$ cat src/rtl/sketch_hot_pkg.sv
`default_nettype none
// ============================================================================
// Module   : sketch_hot_pkg
// Brief    : Shared types, constants and helpers for the count-min sketch
//            hot-address filter.
// Revision : 1.0 - initial release
// ============================================================================
package sketch_hot_pkg;

    // Default field widths of a hot entry
    localparam int c_HOT_ADDR_W = 22;
    localparam int c_HOT_CNT_W  = 32;

    // Working width of the min2 helper; narrower counters are zero-extended
    localparam int c_MIN_W = 64;

    // Saturation value of 32-bit event counters
    localparam logic [31:0] CNT_SAT = 32'hFFFF_FFFF;

    // One hot FIFO entry: address and its count-min estimate
    typedef struct packed {
        logic [c_HOT_ADDR_W-1:0] addr;
        logic [c_HOT_CNT_W-1:0]  cnt;
    } hot_entry_t;

    // Unsigned minimum of two counts
    function automatic logic [c_MIN_W-1:0] min2(input logic [c_MIN_W-1:0] a,
                                                 input logic [c_MIN_W-1:0] b);
        return (a < b) ? a : b;
    endfunction

endpackage
`default_nettype wire

$ cat src/rtl/hot_addr_fifo.sv
`default_nettype none
// ============================================================================
// Module   : hot_addr_fifo
// Brief    : Synchronous FIFO parameterised on entry type and depth. Pointers
//            carry one extra wrap bit so full and empty are told apart.
// Revision : 1.0 - initial release
// ============================================================================
module hot_addr_fifo #(
    parameter type T     = logic [7:0],
    parameter int  DEPTH = 16
) (
    input  logic                     clk,
    input  logic                     rst_n,
    input  logic                     push,
    input  T                         push_data,
    output logic                     full,
    input  logic                     pop,
    output T                         pop_data,
    output logic                     empty,
    output logic [$clog2(DEPTH):0]   level
);

    localparam int c_PTR_W = $clog2(DEPTH) + 1;
    localparam int c_IDX_W = c_PTR_W - 1;

    T                   r_mem [0:DEPTH-1];
    logic [c_PTR_W-1:0] r_wr_ptr;
    logic [c_PTR_W-1:0] r_rd_ptr;
    logic               w_do_push;
    logic               w_do_pop;

    // Full when the wrap bits differ and the index bits match
    assign empty = (r_wr_ptr == r_rd_ptr);
    assign full  = (r_wr_ptr[c_PTR_W-1] != r_rd_ptr[c_PTR_W-1]) &&
                   (r_wr_ptr[c_IDX_W-1:0] == r_rd_ptr[c_IDX_W-1:0]);
    assign level = r_wr_ptr - r_rd_ptr;

    // A pop on a full FIFO frees the slot the push lands in
    assign w_do_pop  = pop && !empty;
    assign w_do_push = push && (!full || w_do_pop);

    // Head is forced to zero when empty so stale storage never shows
    assign pop_data = empty ? T'('0) : r_mem[r_rd_ptr[c_IDX_W-1:0]];

    // Storage write; contents need no reset because empty masks the head
    always_ff @(posedge clk) begin
        if (w_do_push) begin
            r_mem[r_wr_ptr[c_IDX_W-1:0]] <= push_data;
        end
    end

    // Pointer advance on accepted push and pop
    always_ff @(posedge clk or negedge rst_n) begin
        if (!rst_n) begin
            r_wr_ptr <= '0;
            r_rd_ptr <= '0;
        end else begin
            if (w_do_push) begin
                r_wr_ptr <= r_wr_ptr + 1'b1;
            end
            if (w_do_pop) begin
                r_rd_ptr <= r_rd_ptr + 1'b1;
            end
        end
    end

endmodule
`default_nettype wire

$ cat src/rtl/sketch_hot_filter.sv
`default_nettype none
// ============================================================================
// Module   : sketch_hot_filter
// Brief    : Reduces each sketch beat to its count-min estimate, qualifies it
//            against a threshold, suppresses back-to-back duplicate addresses
//            and queues hot addresses; beats finding the queue full are
//            dropped and counted.
// Revision : 1.0 - initial release
// ============================================================================
module sketch_hot_filter
    import sketch_hot_pkg::*;
#(
    parameter int NUM_HASH   = 4,
    parameter int ADDR_SIZE  = c_HOT_ADDR_W,
    parameter int CNT_SIZE   = c_HOT_CNT_W,
    parameter int FIFO_DEPTH = 16
) (
    input  logic                          clk,
    input  logic                          rst_n,
    input  logic                          in_valid,
    input  logic [ADDR_SIZE-1:0]          in_addr,
    input  logic [CNT_SIZE-1:0]           in_cnt_array [0:NUM_HASH-1],
    input  logic [CNT_SIZE-1:0]           threshold,
    output logic                          hot_valid,
    input  logic                          hot_ready,
    output logic [ADDR_SIZE-1:0]          hot_addr,
    output logic [CNT_SIZE-1:0]           hot_cnt,
    output logic [$clog2(FIFO_DEPTH):0]   fifo_level,
    output logic [31:0]                   drop_cnt
);

    localparam int c_LEVELS = $clog2(NUM_HASH);
    localparam int c_LVL_W  = $clog2(FIFO_DEPTH) + 1;

    typedef struct packed {
        logic [ADDR_SIZE-1:0] addr;
        logic [CNT_SIZE-1:0]  cnt;
    } entry_t;

    // S1 registers
    logic                 r_s1_vld;
    logic [ADDR_SIZE-1:0] r_s1_addr;
    logic [CNT_SIZE-1:0]  r_s1_min;

    // Duplicate tracking and drop accounting
    logic                 r_last_vld;
    logic [ADDR_SIZE-1:0] r_last_addr;
    logic [31:0]          r_drop_cnt;

    logic [CNT_SIZE-1:0]  w_min;
    logic                 w_hot;
    logic                 w_dup;
    logic                 w_push_req;
    logic                 w_pop;
    logic                 w_push;
    logic                 w_drop;
    logic                 w_full;
    logic                 w_empty;
    logic [c_LVL_W-1:0]   w_level;
    entry_t               w_push_data;
    entry_t               w_head;

    // Balanced unsigned min tree: level 0 holds the raw counts, each further
    // level halves the width until a single minimum remains
    generate
        for (genvar l = 0; l <= c_LEVELS; l++) begin : g_lvl
            logic [CNT_SIZE-1:0] w_v [0:(NUM_HASH >> l)-1];
            for (genvar k = 0; k < (NUM_HASH >> l); k++) begin : g_k
                if (l == 0) begin : g_leaf
                    assign w_v[k] = in_cnt_array[k];
                end else begin : g_cmp
                    assign w_v[k] = CNT_SIZE'(min2(c_MIN_W'(g_lvl[l-1].w_v[2*k]),
                                                   c_MIN_W'(g_lvl[l-1].w_v[2*k+1])));
                end
            end
        end
    endgenerate

    assign w_min = g_lvl[c_LEVELS].w_v[0];

    // S1: capture beat and its minimum; data holds while no beat arrives
    always_ff @(posedge clk or negedge rst_n) begin
        if (!rst_n) begin
            r_s1_vld  <= 1'b0;
            r_s1_addr <= '0;
            r_s1_min  <= '0;
        end else begin
            r_s1_vld <= in_valid;
            if (in_valid) begin
                r_s1_addr <= in_addr;
                r_s1_min  <= w_min;
            end
        end
    end

    // S2: qualify, dedup, and decide push versus drop
    assign w_hot      = r_s1_vld && (r_s1_min >= threshold);
    assign w_dup      = r_last_vld && (r_s1_addr == r_last_addr);
    assign w_push_req = w_hot && !w_dup;
    assign w_pop      = hot_valid && hot_ready;
    assign w_push     = w_push_req && (!w_full || w_pop);
    assign w_drop     = w_push_req && w_full && !w_pop;

    assign w_push_data.addr = r_s1_addr;
    assign w_push_data.cnt  = r_s1_min;

    hot_addr_fifo #(
        .T     (entry_t),
        .DEPTH (FIFO_DEPTH)
    ) u_fifo (
        .clk       (clk),
        .rst_n     (rst_n),
        .push      (w_push),
        .push_data (w_push_data),
        .full      (w_full),
        .pop       (w_pop),
        .pop_data  (w_head),
        .empty     (w_empty),
        .level     (w_level)
    );

    assign hot_valid  = !w_empty;
    assign hot_addr   = w_head.addr;
    assign hot_cnt    = w_head.cnt;
    assign fifo_level = w_level;
    assign drop_cnt   = r_drop_cnt;

    // Remember the last pushed address; forget it once a pop empties the FIFO
    always_ff @(posedge clk or negedge rst_n) begin
        if (!rst_n) begin
            r_last_vld  <= 1'b0;
            r_last_addr <= '0;
        end else if (w_push) begin
            r_last_vld  <= 1'b1;
            r_last_addr <= r_s1_addr;
        end else if (w_pop && (w_level == c_LVL_W'(1))) begin
            r_last_vld  <= 1'b0;
        end
    end

    // Saturating count of hot beats rejected by a full FIFO
    always_ff @(posedge clk or negedge rst_n) begin
        if (!rst_n) begin
            r_drop_cnt <= '0;
        end else if (w_drop && (r_drop_cnt != CNT_SAT)) begin
            r_drop_cnt <= r_drop_cnt + 32'd1;
        end
    end

endmodule
`default_nettype wire

$ cat config.mk
export PLATFORM = sky130hd
export DESIGN_NAME = sketch_hot_filter
export DESIGN_NICKNAME = d
export VERILOG_FILES = /design/src/rtl/sketch_hot_pkg.sv /design/src/rtl/hot_addr_fifo.sv /design/src/rtl/sketch_hot_filter.sv
export SDC_FILE = /design/constraint.sdc
export NUM_CORES = 1
export LEC_CHECK = 0
export CORE_ASPECT_RATIO = 0.9
export CORE_UTILIZATION = 56
export CTS_CLUSTER_DIAMETER = 120
export DETAILED_ROUTE_END_ITERATION = 10
export PLACE_DENSITY = 0.76
export SETUP_SLACK_MARGIN = 0.5
export SLEW_MARGIN = 20
export SYNTH_ARGS = -nofsm -noshare
export SYNTH_HDL_FRONTEND = slang
export SYNTH_HIERARCHICAL = 1
export SYNTH_SLANG_ARGS = --single-unit
export TNS_END_PERCENT = 20
$ cat constraint.sdc
create_clock -name clk -period 14.4 [get_ports clk]
set_input_delay 2.88 -clock clk [delete_from_list [all_inputs] [get_ports clk]]
set_output_delay 2.88 -clock clk [all_outputs]
set_load 0.02 [all_outputs]
==> results of run 1 <==
[path summary, 6_finish.rpt]
check                      depth (start not counted)                             to  slack, ps
max                                               21        r_s1_min[6]$_DFFE_PN0P_       5580
min in group asynchronous                          1       r_s1_addr[7]$_DFFE_PN0P_       2190
min reg2reg                                        1       drop_cnt[19]$_DFFE_PN0P_        490
max reg2reg                                       14  u_fifo/r_mem[4][39]$_DFFE_PP_       9040
min                                                1       drop_cnt[19]$_DFFE_PN0P_        490
max in group asynchronous                          2       r_s1_min[12]$_DFFE_PN0P_      10890
[state kept, by name, indices dropped and copies added (netlist names)]
signal and count:
r_last_vld 1, u_fifo/r_rd_ptr 5, u_fifo/r_wr_ptr 5, r_s1_min 32
r_s1_addr 22, u_fifo/r_mem 864, r_last_addr 22, drop_cnt 32
r_s1_vld 1
[logic make-up (layout without fill, tap and decap cells)]
logic type | count (synthesis) | count (layout) | share of synthesized area (%)
buf+inv | 253 | 633 | 2.46
mux | 324 | 324 | 14.3
simple gates | 454 | 454 | 5.11
flops | 984 | 984 | 68.4
other cells | 0 | 5 | 0
fa+ha+maj | 136 | 136 | 4.04
xor+xnor | 65 | 65 | 1.36
compound gates | 215 | 215 | 4.30
[power breakdown]
group / switching (uW) / internal (uW) / total (uW)
logic: 1620 / 1380 / 3010
clock network: 1040 / 1370 / 2400
registers: 280 / 3450 / 3730
total: 2940 / 6200 / 9140
[metal layers]
metal / part of all wire (%) / GRT usage [%]
met1: 40 / 37.1
met2: 51 / 44.7
met3: 7.1 / 4.35
met4: 2.1 / 6.97
met5: 0.013 / 0
[stage by stage]
stage	power, uW	setup slack, ps	util [%]
2_1_floorplan	5640	7470	-
3_5_place_dp	6790	4730	61.8
4_1_cts	9200	5410	65.8
5_1_grt	9510	5210	65.9
3_3_place_gp	6700	5010	61.8
6_report	9140	5580	65.9
[worst reg2reg max path: cells and delay by family, from the launching register on]
family | cells | cell delay (ps)
AND/OR/NAND/NOR | 4 | 1300
flip-flops | 1 | 690
buffers and inverters | 3 | 1110
adder cells (fa/ha/maj) | 1 | 300
AO/OA/AOI/OAI | 6 | 1530
[layout by cell type, fill, tap and decap left out, types with 5 or more instances in the layout]
cell type and count:
mux4_2 216, and2_2 8, nand4_1 30, and3_2 8
nor4_1 12, a21oi_1 49, inv_1 148, buf_4 31
xnor2_1 21, nor2_1 25, diode_2 5, nand3_1 51
clkbuf_8 10, xor2_1 43, clkbuf_16 97, clkbuf_1 28
nor3_1 26, dfrtp_1 117, clkinvlp_4 8, mux2i_1 31
a221o_1 53, edfxtp_1 864, clkinv_2 11, o21ai_0 26
clkinv_1 8, a21o_1 22, nand2_1 218, ha_1 135
mux2_2 76, clkdlybuf4s50_1 275, nor2b_1 55, o221ai_2 30
[layout make-up]
| type | count | area share, % |
|---|---|---|
| clock inverters | 38 | 0.687 |
| clock buffers | 136 | 5.45 |
| repair buffers | 310 | 6.18 |
| inverters | 149 | 1.14 |
| flip-flops and latches | 984 | 58.9 |
| multi-input cells | 1194 | 25.1 |
| diodes | 5 | 0.0255 |
| well taps | 970 | 2.47 |
==> results.md, run 1 <==
- Number of port buffers: 277
- Area taken by multi-input logic gates: 0.0124 mm^2
- Total wire length: 101 mm
- Final setup TNS: 0 ps
- Outcome: completed
- #FFs+latches synth: 984
- Area share of the largest cell type after synthesis: 61.3%
- Fraction of registers with async set/reset: 12.2%
- Family with the most delay on the worst path: compound AO/OA/AOI/OAI gates
- Final hold violation count: 0
- Type of origin of the critical path: primary input
- Net count reported at finish: 3053
- Critical Path Source: in_cnt_array[7]
- DP Wirelength: 55.8 mm
- CP cell instances: clkdlybuf4s50_1, inv_1, ha_1, a21oi_1, o21ai_0, a221oi_1, nand2_1, a31oi_4, buf_4, mux2i_1, ha_1, a21oi_1, o21ai_0, a221oi_1, o21ai_0, a41o_1, o21ai_0, a31o_2, or2_1, buf_4, o221ai_2
- Core area: 0.0746 mm^2
- Row Count: 95
- Clock sink total: 984
- ANT nets after route: 0
- Slowest library cell on the worst path: or2_1
- Fmax: 113 MHz
- DP Area: 0.0461 mm^2
- Wire length per cell: 26.7 um
- Layout cell share with drive strength beyond 1: 18.7%
- GRT Overall Usage: 26.8%
- Area grow syn2layout: 16.2%
- Syn Nets: 2753
- Largest net degree at the start of global routing: 168
- Clock root buffer: clkbuf_16
- Final Setup Violations: 0
- H-Tree Depth: 3
- Count leader, synth: edfxtp_1
- Max Buffers Root-to-Sink: 3
- Postcts setup bufs: 0
- CTS tree: done
- Mapped Area: 0.0423 mm^2
- Skew-Pair Late Insertion Delay: 660 ps
- P_leak: 0.0176 uW
- Die Area: 0.0766 mm^2
- Fin Clk Skew: 28.2 ps
- Dpl cells: 3607
- Ys Warns: 6
- Gp weighted congestion: 0.868
- P per Cell Area: 186 mW/mm^2
- Fillcell total: 4924
- Fin crit share: 61.2%
- Avg Vias per Cell: 6.25
- Iteration-0 DRC Markers: 2356
- Slew margin rel.: 26.5%
- Count of different cell masters after synthesis: 63
- Worst-path fanout max: 32
- FF+latch area: 0.0290 mm^2
- Die width: 292 um
- Clk pin slew, worst setup/hold paths: 60 ps
- Worst Path Buf+Inv: 4
- Post-synth EDFFs: 864
- Crit Path Category: primary input to flip-flop
- Slew Viols, Final: 0
- Syn Area/Cell: 17.4 um^2
- Final std cells w/o fill: 3786
- Gate Count Post-Synth: 2431
- Worst Path Arrival: 9310 ps
- VDD IR max: 0.196 mV
- Vias: 23.7k
- Initial Utilization: 56.7%
- CTS resizes: 0
- Post-CTS Hold Buffers: 0
- TritonCTS buffer count: 92
- DR pass1 iterations: 7
- Crit path required time: 14900 ps
- CP dominant cell by count: o21ai_0
- Antenna violations before repair: 6
- Die H: 263 um
- Min cycle time layout: 8820 ps
- Post-synth top area cell: edfxtp_1
- Synth Flop Type: edfxtp_1
- Vias in the first global route: 24.7k
- R2R Path Start: r_s1_min[0]$_DFFE_PN0P_
- RSZ-0062 raised after global routing: no
- Class of the worst hold path: flip-flop to flip-flop
- First-pass GRT wire length: 153 mm
- Largest cells by area after synthesis: edfxtp_1 61%, mux4_2 12%, dfrtp_1 7.1%, ha_1 4.0%, mux2_2 2.0%
- List of most frequent post-synthesis cells: 864 x edfxtp_1, 218 x nand2_1, 216 x mux4_2, 148 x inv_1, 135 x ha_1
- GRT overflow: 0
- HP Start: drop_cnt[19]$_DFFE_PN0P_
- Drt drc: 0
- Hold_ws: 488 ps
- Worst-Margin Slew: 1100 ps
- MaxCap Viol Count: 0
- Final Cell Area: 0.0492 mm^2
- CP peak stage delay: 800 ps
- Crit end category: flip-flop
- Register area share after synthesis: 68.4%
- IO Pins: 278
(Power assumes the default switching activity.)
==> run 2, diff against run 1 <==
--- a/config.mk
+++ b/config.mk
@@ -6,10 +6,10 @@
 export NUM_CORES = 1
 export LEC_CHECK = 0
 export CORE_ASPECT_RATIO = 0.9
-export CORE_UTILIZATION = 56
+export CORE_UTILIZATION = 54
 export CTS_CLUSTER_DIAMETER = 120
 export DETAILED_ROUTE_END_ITERATION = 10
-export PLACE_DENSITY = 0.76
+export PLACE_DENSITY = 0.77
 export SETUP_SLACK_MARGIN = 0.5
 export SLEW_MARGIN = 20
 export SYNTH_ARGS = -nofsm -noshare
==> constraint.sdc (replaced) <==
create_clock -name clk -period 7.5 [get_ports clk]
set_input_delay 1.5 -clock clk [delete_from_list [all_inputs] [get_ports clk]]
set_output_delay 1.5 -clock clk [all_outputs]
set_load 0.02 [all_outputs]
==> run 2 against run 1 <==
Net effect: worst setup slack worse by 4600 ps; wire length down 0.76%; die area grew 3.7%; sequential cell count is the same; non-clock buffer count increased by 12; largest cell class unchanged; largest power group unchanged; global-route usage shrank 1.2 points; critical endpoint is now r_s1_min[5]$_DFFE_PN0P_; cell count grew 1.6%; combinational power rose by 89%; critical path type unchanged; sequential share of layout area is 0.25 points lower; utilization down 1.6 points.
==> results.md, run 2 (synthesized netlist as in run 1, its figures left out) <==
- Worst-Margin Slew: 1080 ps (-22.4 ps)
- CTS resizes: 0 (unchanged)
- Crit path required time: 8040 ps (-6860 ps)
- Final Setup Violations: 0 (unchanged)
- Slew margin rel.: 28.0% (+1.5 points)
- Commonest non-fill, non-tap cell in the layout: edfxtp_1
- Final setup TNS: 0 ps (unchanged)
- Util after Layout: 64.2% (-1.6 points)
- Worst-path fanout max: 17 (-47%)
- Drt drc: 0 (unchanged)
- CP cell instances: clkdlybuf4s50_1, inv_1, ha_1, nand4_1, nor4_2, nand2_1, o211ai_2, a31oi_4, mux2i_1, ha_1, nand4_1, nor3_1, o221ai_1, a32oi_1, nand3b_1, o21ai_0, a31o_1, or2_1, buf_4, o221ai_2
- Die H: 268 um (+1.8%)
- R2R Path Start: u_fifo/r_rd_ptr[1]$_DFFE_PN0P_
- Initial Utilization: 55.0% (-1.6 points)
- Wire length per cell: 26.1 um (-2.3%)
- VDD IR max: 0.287 mV (+47%)
- Fin Clk Skew: 25.6 ps (-2.65 ps)
- Antenna violations before repair: 4 (-2)
- FF+latch area: 0.0290 mm^2 (unchanged)
- Skew-Pair Late Insertion Delay: 650 ps (about the same)
- Final hold violation count: 0 (unchanged)
- CP peak stage delay: 740 ps (-60 ps)
- HP Start: drop_cnt[29]$_DFFE_PN0P_
- IO Pins: 278 (unchanged)
- Total wire length: 100 mm (-0.76%)
- Family with the most delay on the worst path: simple AND/OR/NAND/NOR gates
- Die Area: 0.0795 mm^2 (+3.7%)
- Outcome: completed
- Type of origin of the critical path: primary input
- H-Tree Depth: 3 (unchanged)
- Net count reported at finish: 3064 (+0.36%)
- Clock sink total: 984 (unchanged)
- Avg Vias per Cell: 6.16 (-1.5%)
- MaxCap Viol Count: 0 (unchanged)
- Area taken by multi-input logic gates: 0.0124 mm^2 (unchanged)
- Min cycle time layout: 6560 ps
- Fin crit share: 87.5%
- Fillcell total: 5226 (+6.1%)
- Postcts setup bufs: 0 (unchanged)
- Number of port buffers: 277 (unchanged)
- First-pass GRT wire length: 151 mm (-0.98%)
- Layout cell share with drive strength beyond 1: 18.8% (+0.087 points)
- Critical Path Source: in_cnt_array[30]
- Post-CTS Hold Buffers: 0 (unchanged)
- Class of the worst hold path: flip-flop to flip-flop
- GRT overflow: 0 (unchanged)
- Die width: 297 um (+1.8%)
- RSZ-0062 raised after global routing: no
- P per Cell Area: 354 mW/mm^2 (+90%)
- Clk pin slew, worst setup/hold paths: 60 ps (about the same)
- Worst Path Arrival: 7100 ps (-2210 ps)
- ANT nets after route: 0 (unchanged)
- Vias: 23.7k (+0.097%)
- GRT Overall Usage: 25.6% (-1.2 points)
- Slowest library cell on the worst path: nor4_2
- DR pass1 iterations: 5 (-2)
- Iteration-0 DRC Markers: 2272 (-3.6%)
- TritonCTS buffer count: 91 (-1.1%)
- Clock root buffer: clkbuf_16
- Commonest cells after routing, fill and taps aside: 864 x edfxtp_1, 275 x clkdlybuf4s50_1, 218 x nand2_1
- CTS tree: done
- P_leak: 0.0176 uW (+0.43%)
- Row Count: 96 (+1.1%)
- Area grow syn2layout: 16.7%
- Max Buffers Root-to-Sink: 3 (unchanged)
- Crit end category: flip-flop
- Gp weighted congestion: 0.941 (+8.4%)
- Fmax: 152 MHz
- Slew Viols, Final: 0 (unchanged)
- Crit Path Category: primary input to flip-flop
- Largest net degree at the start of global routing: 113 (-33%)
- Vias in the first global route: 24.8k (+0.53%)
- DP Wirelength: 57.3 mm (+2.7%)
- Worst Path Buf+Inv: 3 (-1)
- Core area: 0.0769 mm^2 (+3.0%)
- Max FFs per register: 864 (unchanged)
## run 2: cell types whose count changed in the layout (fill, tap and decap cells not counted), moves of 2 or more
cell	before	now
buf_12	1	14
clkbuf_1	28	17
clkbuf_8	10	0
clkinv_1	8	18
clkinv_2	11	18
bufinv_16	4	10
clkinvlp_4	8	2
clkbuf_16	97	92
buf_6	3	1
diode_2	5	3
## run 2: per-stage QoR
| step | cells | total power [uW] | instance area, um^2 | worst slack, ps | hold WS [ps] |
|---|---|---|---|---|---|
| 2_1_floorplan | 2431 | 10800 | 42300 | 1950 | 460 |
| 3_3_place_gp | 3678 | 12900 | 46400 | 586 | 475 |
| 3_5_place_dp | 3678 | 13100 | 46400 | 460 | 476 |
| 4_1_cts | 3843 | 17600 | 49400 | 1120 | 487 |
| 5_1_grt | 3846 | 18200 | 49400 | 738 | 497 |
| 6_report | 3846 | 17500 | 49400 | 936 | 490 |
## run 2: cell type report
class	instances	area share (%)
multi-input combinational	1194	25.0
tap	1029	2.61
inverter	149	1.13
timing repair buffer	322	6.65
clock buffer	109	4.79
antenna	3	0.0152
clock inverter	56	1.11
sequential	984	58.7
## run 2: worst reg2reg max path, delay by kind of cell (launching register included)
kind	cells	cell delay [ps]
buf+inv	5	1410
simple gates	7	1130
flops	1	980
fa+ha+maj	1	370
compound gates	1	120
## run 2: final timing paths
kind / end / slack [ps] / cells after the start
max: r_s1_min[5]$_DFFE_PN0P_ / 940 / 20
min in group asynchronous: r_s1_addr[7]$_DFFE_PN0P_ / 800 / 1
min reg2reg: drop_cnt[29]$_DFFE_PN0P_ / 490 / 1
max reg2reg: u_fifo/r_mem[10][27]$_DFFE_PP_ / 3060 / 14
min: drop_cnt[29]$_DFFE_PN0P_ / 490 / 1
max in group asynchronous: r_s1_min[5]$_DFFE_PN0P_ / 5290 / 2
## run 2: layer usage
layer / wire length (um) / vias up / track usage, %
met5: 13 / - / 0
li1: - / 10200 / -
met3: 6990 / 197 / 3.96
met1: 39000 / 12200 / 33.8
met4: 2910 / 2 / 7.68
met2: 51500 / 1076 / 44.1
## run 2: power breakdown
group	switching (uW)	internal, uW	total, uW
sequential	621	6610	7230
combinational	3010	2690	5700
clock	1950	2600	4550
